===== src/rtl/serial_add_if.sv =====
// Handshake and operand/result bundle between a requester and serial_add_ctrl.
interface serial_add_if #(
    parameter int WIDTH = 8
);
    logic             start;
    logic [WIDTH-1:0] a;
    logic [WIDTH-1:0] b;
    logic             cin;
    logic             busy;
    logic             done;
    logic [WIDTH-1:0] sum;
    logic             cout;
    logic             ovf;

    modport master (
        output start, a, b, cin,
        input  busy, done, sum, cout, ovf
    );

    modport slave (
        input  start, a, b, cin,
        output busy, done, sum, cout, ovf
    );
endinterface


===== src/rtl/serial_add_ctrl.sv =====
// Bit-serial adder controller: one mux-based full-adder cell is stepped over
// WIDTH cycles, LSB first, with the carry held in a flop between bits.
//
//  state  | meaning
//  -------+---------------------------------------------------------------
//  S_IDLE | waiting for start; results from the last add are held
//  S_RUN  | one operand bit pair added per clock, sum shifts in from MSB
//  S_DONE | single-cycle done pulse; sum/cout/ovf are final
module serial_add_ctrl #(
    parameter int WIDTH = 8
) (
    input  logic         clk,
    input  logic         reset,
    serial_add_if.slave  bus
);
    localparam int CW = (WIDTH > 1) ? $clog2(WIDTH) : 1;
    localparam logic [CW-1:0] LAST = CW'(WIDTH - 1);

    typedef enum logic [1:0] {S_IDLE, S_RUN, S_DONE} state_t;

    state_t           state_q, state_d;
    logic [WIDTH-1:0] op_a_q, op_a_d;
    logic [WIDTH-1:0] op_b_q, op_b_d;
    logic [WIDTH-1:0] sum_q, sum_d;
    logic [CW-1:0]    count_q, count_d;
    logic             carry_q, carry_d;
    logic             cout_q, cout_d;
    logic             ovf_q, ovf_d;

    logic             ab_x;
    logic             cell_s;
    logic             cell_c;

    // Mux-based full-adder cell on the current LSBs and the carry flop.
    always_comb begin
        ab_x   = op_a_q[0] ^ op_b_q[0];
        cell_s = ab_x ? ~carry_q : carry_q;
        cell_c = ab_x ? carry_q : op_a_q[0];
    end

    // Next-state and datapath update for the IDLE -> RUN -> DONE sequence.
    always_comb begin
        state_d = state_q;
        op_a_d  = op_a_q;
        op_b_d  = op_b_q;
        sum_d   = sum_q;
        count_d = count_q;
        carry_d = carry_q;
        cout_d  = cout_q;
        ovf_d   = ovf_q;
        case (state_q)
            S_IDLE: begin
                if (bus.start) begin
                    op_a_d  = bus.a;
                    op_b_d  = bus.b;
                    carry_d = bus.cin;
                    count_d = '0;
                    sum_d   = '0;
                    state_d = S_RUN;
                end
            end
            S_RUN: begin
                sum_d   = (sum_q >> 1) | (WIDTH'(cell_s) << (WIDTH - 1));
                op_a_d  = op_a_q >> 1;
                op_b_d  = op_b_q >> 1;
                carry_d = cell_c;
                count_d = count_q + CW'(1);
                if (count_q == LAST) begin
                    // carry_q here is the carry into the MSB
                    cout_d  = cell_c;
                    ovf_d   = carry_q ^ cell_c;
                    state_d = S_DONE;
                end
            end
            S_DONE: begin
                state_d = S_IDLE;
            end
            default: begin
                state_d = S_IDLE;
            end
        endcase
    end

    // State and datapath registers with synchronous reset.
    always_ff @(posedge clk) begin
        if (reset) begin
            state_q <= S_IDLE;
            op_a_q  <= '0;
            op_b_q  <= '0;
            sum_q   <= '0;
            count_q <= '0;
            carry_q <= 1'b0;
            cout_q  <= 1'b0;
            ovf_q   <= 1'b0;
        end else begin
            state_q <= state_d;
            op_a_q  <= op_a_d;
            op_b_q  <= op_b_d;
            sum_q   <= sum_d;
            count_q <= count_d;
            carry_q <= carry_d;
            cout_q  <= cout_d;
            ovf_q   <= ovf_d;
        end
    end

    assign bus.busy = (state_q != S_IDLE);
    assign bus.done = (state_q == S_DONE);
    assign bus.sum  = sum_q;
    assign bus.cout = cout_q;
    assign bus.ovf  = ovf_q;
endmodule


===== src/flat_wrapper.sv =====
// flat-port wrapper written by rule: the top's interface ports become plain ports
module serial_add_ctrl_flat 
#(
    parameter int WIDTH = 8
)
  (clk, reset, bus_start, bus_a, bus_b, bus_cin, bus_busy, bus_done, bus_sum, bus_cout, bus_ovf);
  serial_add_if #(.WIDTH(WIDTH)) bus_i ();
  input  logic clk;
  input  logic reset;
  input wire logic [$bits(bus_i.start)-1:0] bus_start;
  input wire logic [$bits(bus_i.a)-1:0] bus_a;
  input wire logic [$bits(bus_i.b)-1:0] bus_b;
  input wire logic [$bits(bus_i.cin)-1:0] bus_cin;
  output wire logic [$bits(bus_i.busy)-1:0] bus_busy;
  output wire logic [$bits(bus_i.done)-1:0] bus_done;
  output wire logic [$bits(bus_i.sum)-1:0] bus_sum;
  output wire logic [$bits(bus_i.cout)-1:0] bus_cout;
  output wire logic [$bits(bus_i.ovf)-1:0] bus_ovf;
  assign bus_i.start = bus_start;
  assign bus_i.a = bus_a;
  assign bus_i.b = bus_b;
  assign bus_i.cin = bus_cin;
  assign bus_busy = bus_i.busy;
  assign bus_done = bus_i.done;
  assign bus_sum = bus_i.sum;
  assign bus_cout = bus_i.cout;
  assign bus_ovf = bus_i.ovf;
  serial_add_ctrl #(.WIDTH(WIDTH)) u_core (.clk(clk), .reset(reset), .bus(bus_i));
endmodule

===== config.mk =====
export PLATFORM = sky130hd
export DESIGN_NAME = serial_add_ctrl_flat
export DESIGN_NICKNAME = d
export VERILOG_FILES = /design/src/rtl/serial_add_if.sv /design/src/rtl/serial_add_ctrl.sv /design/src/flat_wrapper.sv
export SDC_FILE = /design/constraint.sdc
export NUM_CORES = 1
export LEC_CHECK = 0
export CORE_MARGIN = 5
export CORE_UTILIZATION = 45
export CTS_CLUSTER_SIZE = 14
export DETAILED_ROUTE_END_ITERATION = 8
export PLACE_DENSITY = 0.72
export SLEW_MARGIN = 20
export SYNTH_ARGS = -nofsm -noshare
export SYNTH_HDL_FRONTEND = slang
export SYNTH_SLANG_ARGS = --single-unit

===== constraint.sdc =====
create_clock -name clk -period 1.8 [get_ports clk]
set_input_delay 0.27 -clock clk [delete_from_list [all_inputs] [get_ports clk]]
set_output_delay 0.27 -clock clk [all_outputs]
set_load 0.05 [all_outputs]

==> reports/qor.csv <==
metric,value,unit
outcome,completed,
Post-synth EDFFs,0,
TritonCTS Sinks,32,
Synth Instances,170,
Initial DRC Count,40,
share of the synthesized area in the top cell type,42.8,%
Worst path top cell family by delay,buffers and inverters,
largest cells by area after synthesis,"dfxtp_1 (43%), nor2_1 (7.8%), a21oi_1 (5.7%), nor3_1 (5.7%), or3b_1 (5.3%)",
fin crit period,1.76,ns
Clock Tree Root,clkbuf_4,
period utilization,98.0,%
number of global-route vias before repair,1321,
Final ANT Viol Nets,0,
final non-filler cell total,251,
Slew @ Worst Pin,0.504,ns
gpl congestion,0.737,
Syn Area/Cell,8.80,um2
fin worst setup slack,0.0364,ns
total length of routed wires,3320,um
post-CTS sizing,3,
register area share after synthesis,42.8,%
"Reg clk slew, reported paths",0.10,ns
most common cell in the netlist,dfxtp_1,
clk_lat worst skew,0.33,ns
initial antenna violation count,0,
Worst Hold Margin,0.491,ns
drt wl/cell,13.2,um
full die area,4580,um2
largest net degree at the start of global routing,21,
placed insts,243,
syn nets,192,
Crit Path Max Fanout,2,
Final Hold Fails,0,
net total in the final layout,226,
Buf/Inv on CP,1,
CP required,1.53,ns
path type of the worst setup path,reg2out,
Detailed Routing Iterations Pass 1,4,
Yosys top cell by area,dfxtp_1,
worst path arrival time,1.49,ns
Site Rows,21,
leak pwr,0.862,nW
cell area after layout,1920,um2
GR Util All Layers,16.8,%
worst hold path type,reg2reg,
share of layout cells above drive strength 1,13.2,%
Max Freq,0.567,GHz
Port Buffers,31,
"slowest stage cell, crit path",clkdlybuf4s50_1,
RSZ-0062 raised after global routing,no,
most frequent cells after synthesis,"dfxtp_1 (32), nor2_1 (31), a21oi_1 (17), nor3_1 (17), nand2b_1 (11)",
# hold bufs at CTS,0,
CTS buffer count,5,
Top Ports,32,
Placed Area,1860,um2
Mapped Area,1500,um2
Max VDD drop,0.520,mV
CTS H-tree depth,2,
Fill cells,299,
critical-path cell list,clkdlybuf4s50_1,
DRC viols,0,
DP Worst Slack,-0.0473,ns
Synth Flop Type,dfxtp_1,
asr flop ratio synth,0,%
Vias/cell,5.15,
Max stage delay on crit path,0.81,ns
worst rel slew slack,66.3,%
Final Skew,0.00802,ns
CTS max path bufs,2,
Layout area overhead,28.6,%
count of final setup violators,0,
Setup Buffers After CTS,0,
YS warnings,0,
global-route wire length before repair,5760,um
Unique masters post-synth,30,
DR vias,1292,
aggregate global routing overflow,0,
max cap viols,0,
synthesized flop and latch total,32,
Core Box Area,3280,um2
post-DP HPWL,2370,um
clock tree from TritonCTS,done,
Die Ht,67.7,um
Slew Limit Fails,0,
PD cells,760,nW/um2
Initial Util,45.6,%
Pwr Total,1.46,mW
Die Wd,67.7,um
Inserted Diodes,0,
Worst Setup End Kind,output pin,
crit start category,flop,
cells by family after synthesis:
logic type | after synthesis | share of synthesized area, %
fa+ha+maj | 3 | 2.34
xor+xnor | 1 | 1.59
simple gates | 83 | 31.1
flops | 32 | 42.8
buf+inv | 17 | 6.86
compound gates | 34 | 15.3
per-layer routing:
metal  vias to the layer above  global-route usage [%]  wire (um)
li1                        657                       -          -
met1                       604                    18.2       1420
met2                        25                    29.3       1670
met3                         6                    6.82        181
met4                         0                    6.08         50
met5                         -                       0          0
final cells by class:
class / count / area, um2 / area share, %
Multi-Input combinational cell: 121 / 753 / 39.1
Sequential cell: 32 / 641 / 33.3
Timing Repair Buffer: 42 / 407 / 21.1
Clock buffer: 8 / 58.8 / 3.06
Tap cell: 46 / 57.6 / 2.99
Inverter: 2 / 7.51 / 0.390
registers in the layout (all words and copies together), names as in the netlist:
name             flops
u_core.bus.sum       8
u_core.op_a_q        8
u_core.op_b_q        8
u_core.count_q       3
u_core.state_q       2
u_core.bus.cout      1
u_core.bus.ovf       1
u_core.carry_q       1
cell usage in the layout (no fill, tap or decap), drive strengths merged, types with 2 or more instances in the layout:
master / instances
clkbuf: 8
dlymetal6s2s: 5
or3b: 14
clkdlybuf4s50: 20
ha: 2
inv: 2
nor2: 31
nand2b: 11
nor3: 17
buf: 14
dfxtp: 32
dlygate4sd2: 3
a21oi: 17
a32oi: 2
a211oi: 2
a22oi: 10
or2b: 3
path summary, 6_finish.rpt:
| kind | from | to | slack (ns) | depth (start not counted) |
|---|---|---|---|---|
| setup / recovery | u_core.bus.cout$_SDFFE_PP0P_ | bus_cout | 0.04 | 1 |
| hold / removal | u_core.op_b_q[6]$_SDFFE_PP0P_ | u_core.op_b_q[6]$_SDFFE_PP0P_ | 0.49 | 2 |
| setup reg to reg | u_core.state_q[0]$_SDFFE_PP0P_ | u_core.op_a_q[4]$_SDFFE_PP0P_ | 0.39 | 4 |
| hold reg to reg | u_core.op_b_q[6]$_SDFFE_PP0P_ | u_core.op_b_q[6]$_SDFFE_PP0P_ | 0.49 | 2 |
where the power goes:
part,leakage (nW),switching [mW],total [mW],internal (mW)
sequential,0.263,0.0276,0.775,0.747
clock,0.0326,0.239,0.431,0.193
combinational,0.566,0.118,0.257,0.139
metrics by stage:
stage | setup TNS, ns | utilization (%)
6_report | 0 | 58.6
5_1_grt | 0 | 58.6
4_1_cts | 0 | 58.2
3_5_place_dp | -0.0681 | 56.5
3_3_place_gp | 0 | 56.5
2_1_floorplan | 0 | -
Note: power is estimated with default switching activity, not from simulation.
==> RTL edit (same settings) <==
Re-encode `state_t` (3 states) as one-hot, 3 bits wide.
--- a/src/rtl/serial_add_ctrl.sv
+++ b/src/rtl/serial_add_ctrl.sv
@@ -16,7 +16,7 @@
     localparam int CW = (WIDTH > 1) ? $clog2(WIDTH) : 1;
     localparam logic [CW-1:0] LAST = CW'(WIDTH - 1);
 
-    typedef enum logic [1:0] {S_IDLE, S_RUN, S_DONE} state_t;
+    typedef enum logic [2:0] {S_IDLE = 3'b001, S_RUN = 3'b010, S_DONE = 3'b100} state_t;
 
     state_t           state_q, state_d;
     logic [WIDTH-1:0] op_a_q, op_a_d;
Formal check against the unedited RTL: same outputs for any inputs over 10 cycles, from zero or initial values and one cycle with reset high; not proved beyond that.
==> RTL edit against the original RTL <==
Global-route usage is 0.74 points higher. Synthesized cell count fell by 1.2%. Design area fell by 0.26%. Sequential share of layout area rose by 1.2 points. Power grew 3.6%. Worst setup slack improved by 19 ps. Sequential cell count up 1. Area after synthesis fell by 2.1%. Wire length increased by 5.8%.
==> RTL edit: results (changes against the original RTL) <==
Run status
  – Status: complete, no violations

Pwr
  – Max VDD drop: 0.000526 V (+1.2%)
  – Pleak: 0.809 nW (-6.1%)

Timing
  – WHS: 474 ps (-17.0 ps)
  – Max transition margin: 0.652 (-0.0114)
  – Clk_skew: 5.63 ps (-2.39 ps)

GRT
  – Gr usage total: 0.176 (+0.00739)
  – First-pass GRT wire length: 5.94 mm (+3.1%)
  – Number of global-route vias before repair: 1371 (+3.8%)
  – Pin count of the biggest net entering global routing: 46 (+120%)

Critical path
  – Crit path from: u_core.bus.sum[0]
  – Critical R2R Launch: u_core.state_q[1]
  – Worst setup endpoint: bus_sum[0]

Placement
  – GP Congestion: 0.715 (-2.9%)
  – HPWL Detailed: 2.27 mm (-4.3%)
  – Post-DP Area: 0.00184 sq mm (-1.1%)

Cells and area
  – Final-layout fill cell count: 279 (-6.7%)
  – Footprint of the multi-input gates: 716 sq um (-5.0%)
  – Nets: 221 (-2.2%)
  – Layout cell share with drive strength beyond 1: 0.125 (-0.00671)

Synthesis
  – Yosys cell types: 29 (-3.3%)
  – Dominant cells by area after synthesis: dfxtp_1 (45%), nand2_1 (9.7%), a311oi_1 (9.0%)
  – Syn Nets: 190 (-1.0%)

Clock network
  – CTS resizes: 2 (-1)

Route
  – Via-per-instance ratio: 5.54 (+7.6%)
==> RTL edit: worst min-delay path by stage <==
stage                       from           endpoint
2_1_floorplan           bus_a[0]   u_core.op_a_q[0]
3_3_place_gp   u_core.bus.sum[1]  u_core.bus.sum[0]
3_5_place_dp   u_core.bus.sum[2]  u_core.bus.sum[1]
4_1_cts        u_core.bus.sum[2]  u_core.bus.sum[1]
5_1_grt                 bus_a[2]   u_core.op_a_q[2]
6_report       u_core.bus.sum[2]  u_core.bus.sum[1]
==> RTL edit: cells by family after synthesis <==
group	Yosys count	share of synthesized area
and+or+nand+nor	79	0.265
AOI/OAI and AO/OA	33	0.161
DFF	33	0.451
buffers and inverters	16	0.0743
adders and majority gates	3	0.0239
xor gates and xnor gates	2	0.0120
muxes	2	0.0137
==> RTL edit: through the flow <==
step / std cells / setup WS [ps]
final: 244 / 55.1
after global routing: 244 / 0.486
after CTS: 244 / 0.966
after detailed placement: 236 / 25.6
after global placement: 236 / 134
after floorplan: 168 / 441
==> RTL edit: final cells by class <==
| cell class | count | share of cell area |
|---|---|---|
| multi-input cells | 119 | 0.373 |
| well taps | 44 | 0.0287 |
| clock inverters | 1 | 0.00261 |
| inverters | 1 | 0.00196 |
| flip-flops and latches | 33 | 0.345 |
| repair buffers | 39 | 0.215 |
| clock buffers | 7 | 0.0339 |
==> RTL edit: power breakdown <==
| group | switching [mW] | internal [mW] |
|---|---|---|
| Clock | 0.247 | 0.226 |
| Combinational | 0.116 | 0.122 |
| Sequential | 0.0329 | 0.772 |
| Total | 0.397 | 1.12 |
==> RTL edit: per-layer routing <==
layer	global-route usage	wire length, um	up-vias
met3	0.0675	211	7
met2	0.287	1720	44
li1	-	-	662
met5	0	0	-
met1	0.197	1530	638
met4	0.0861	53	0
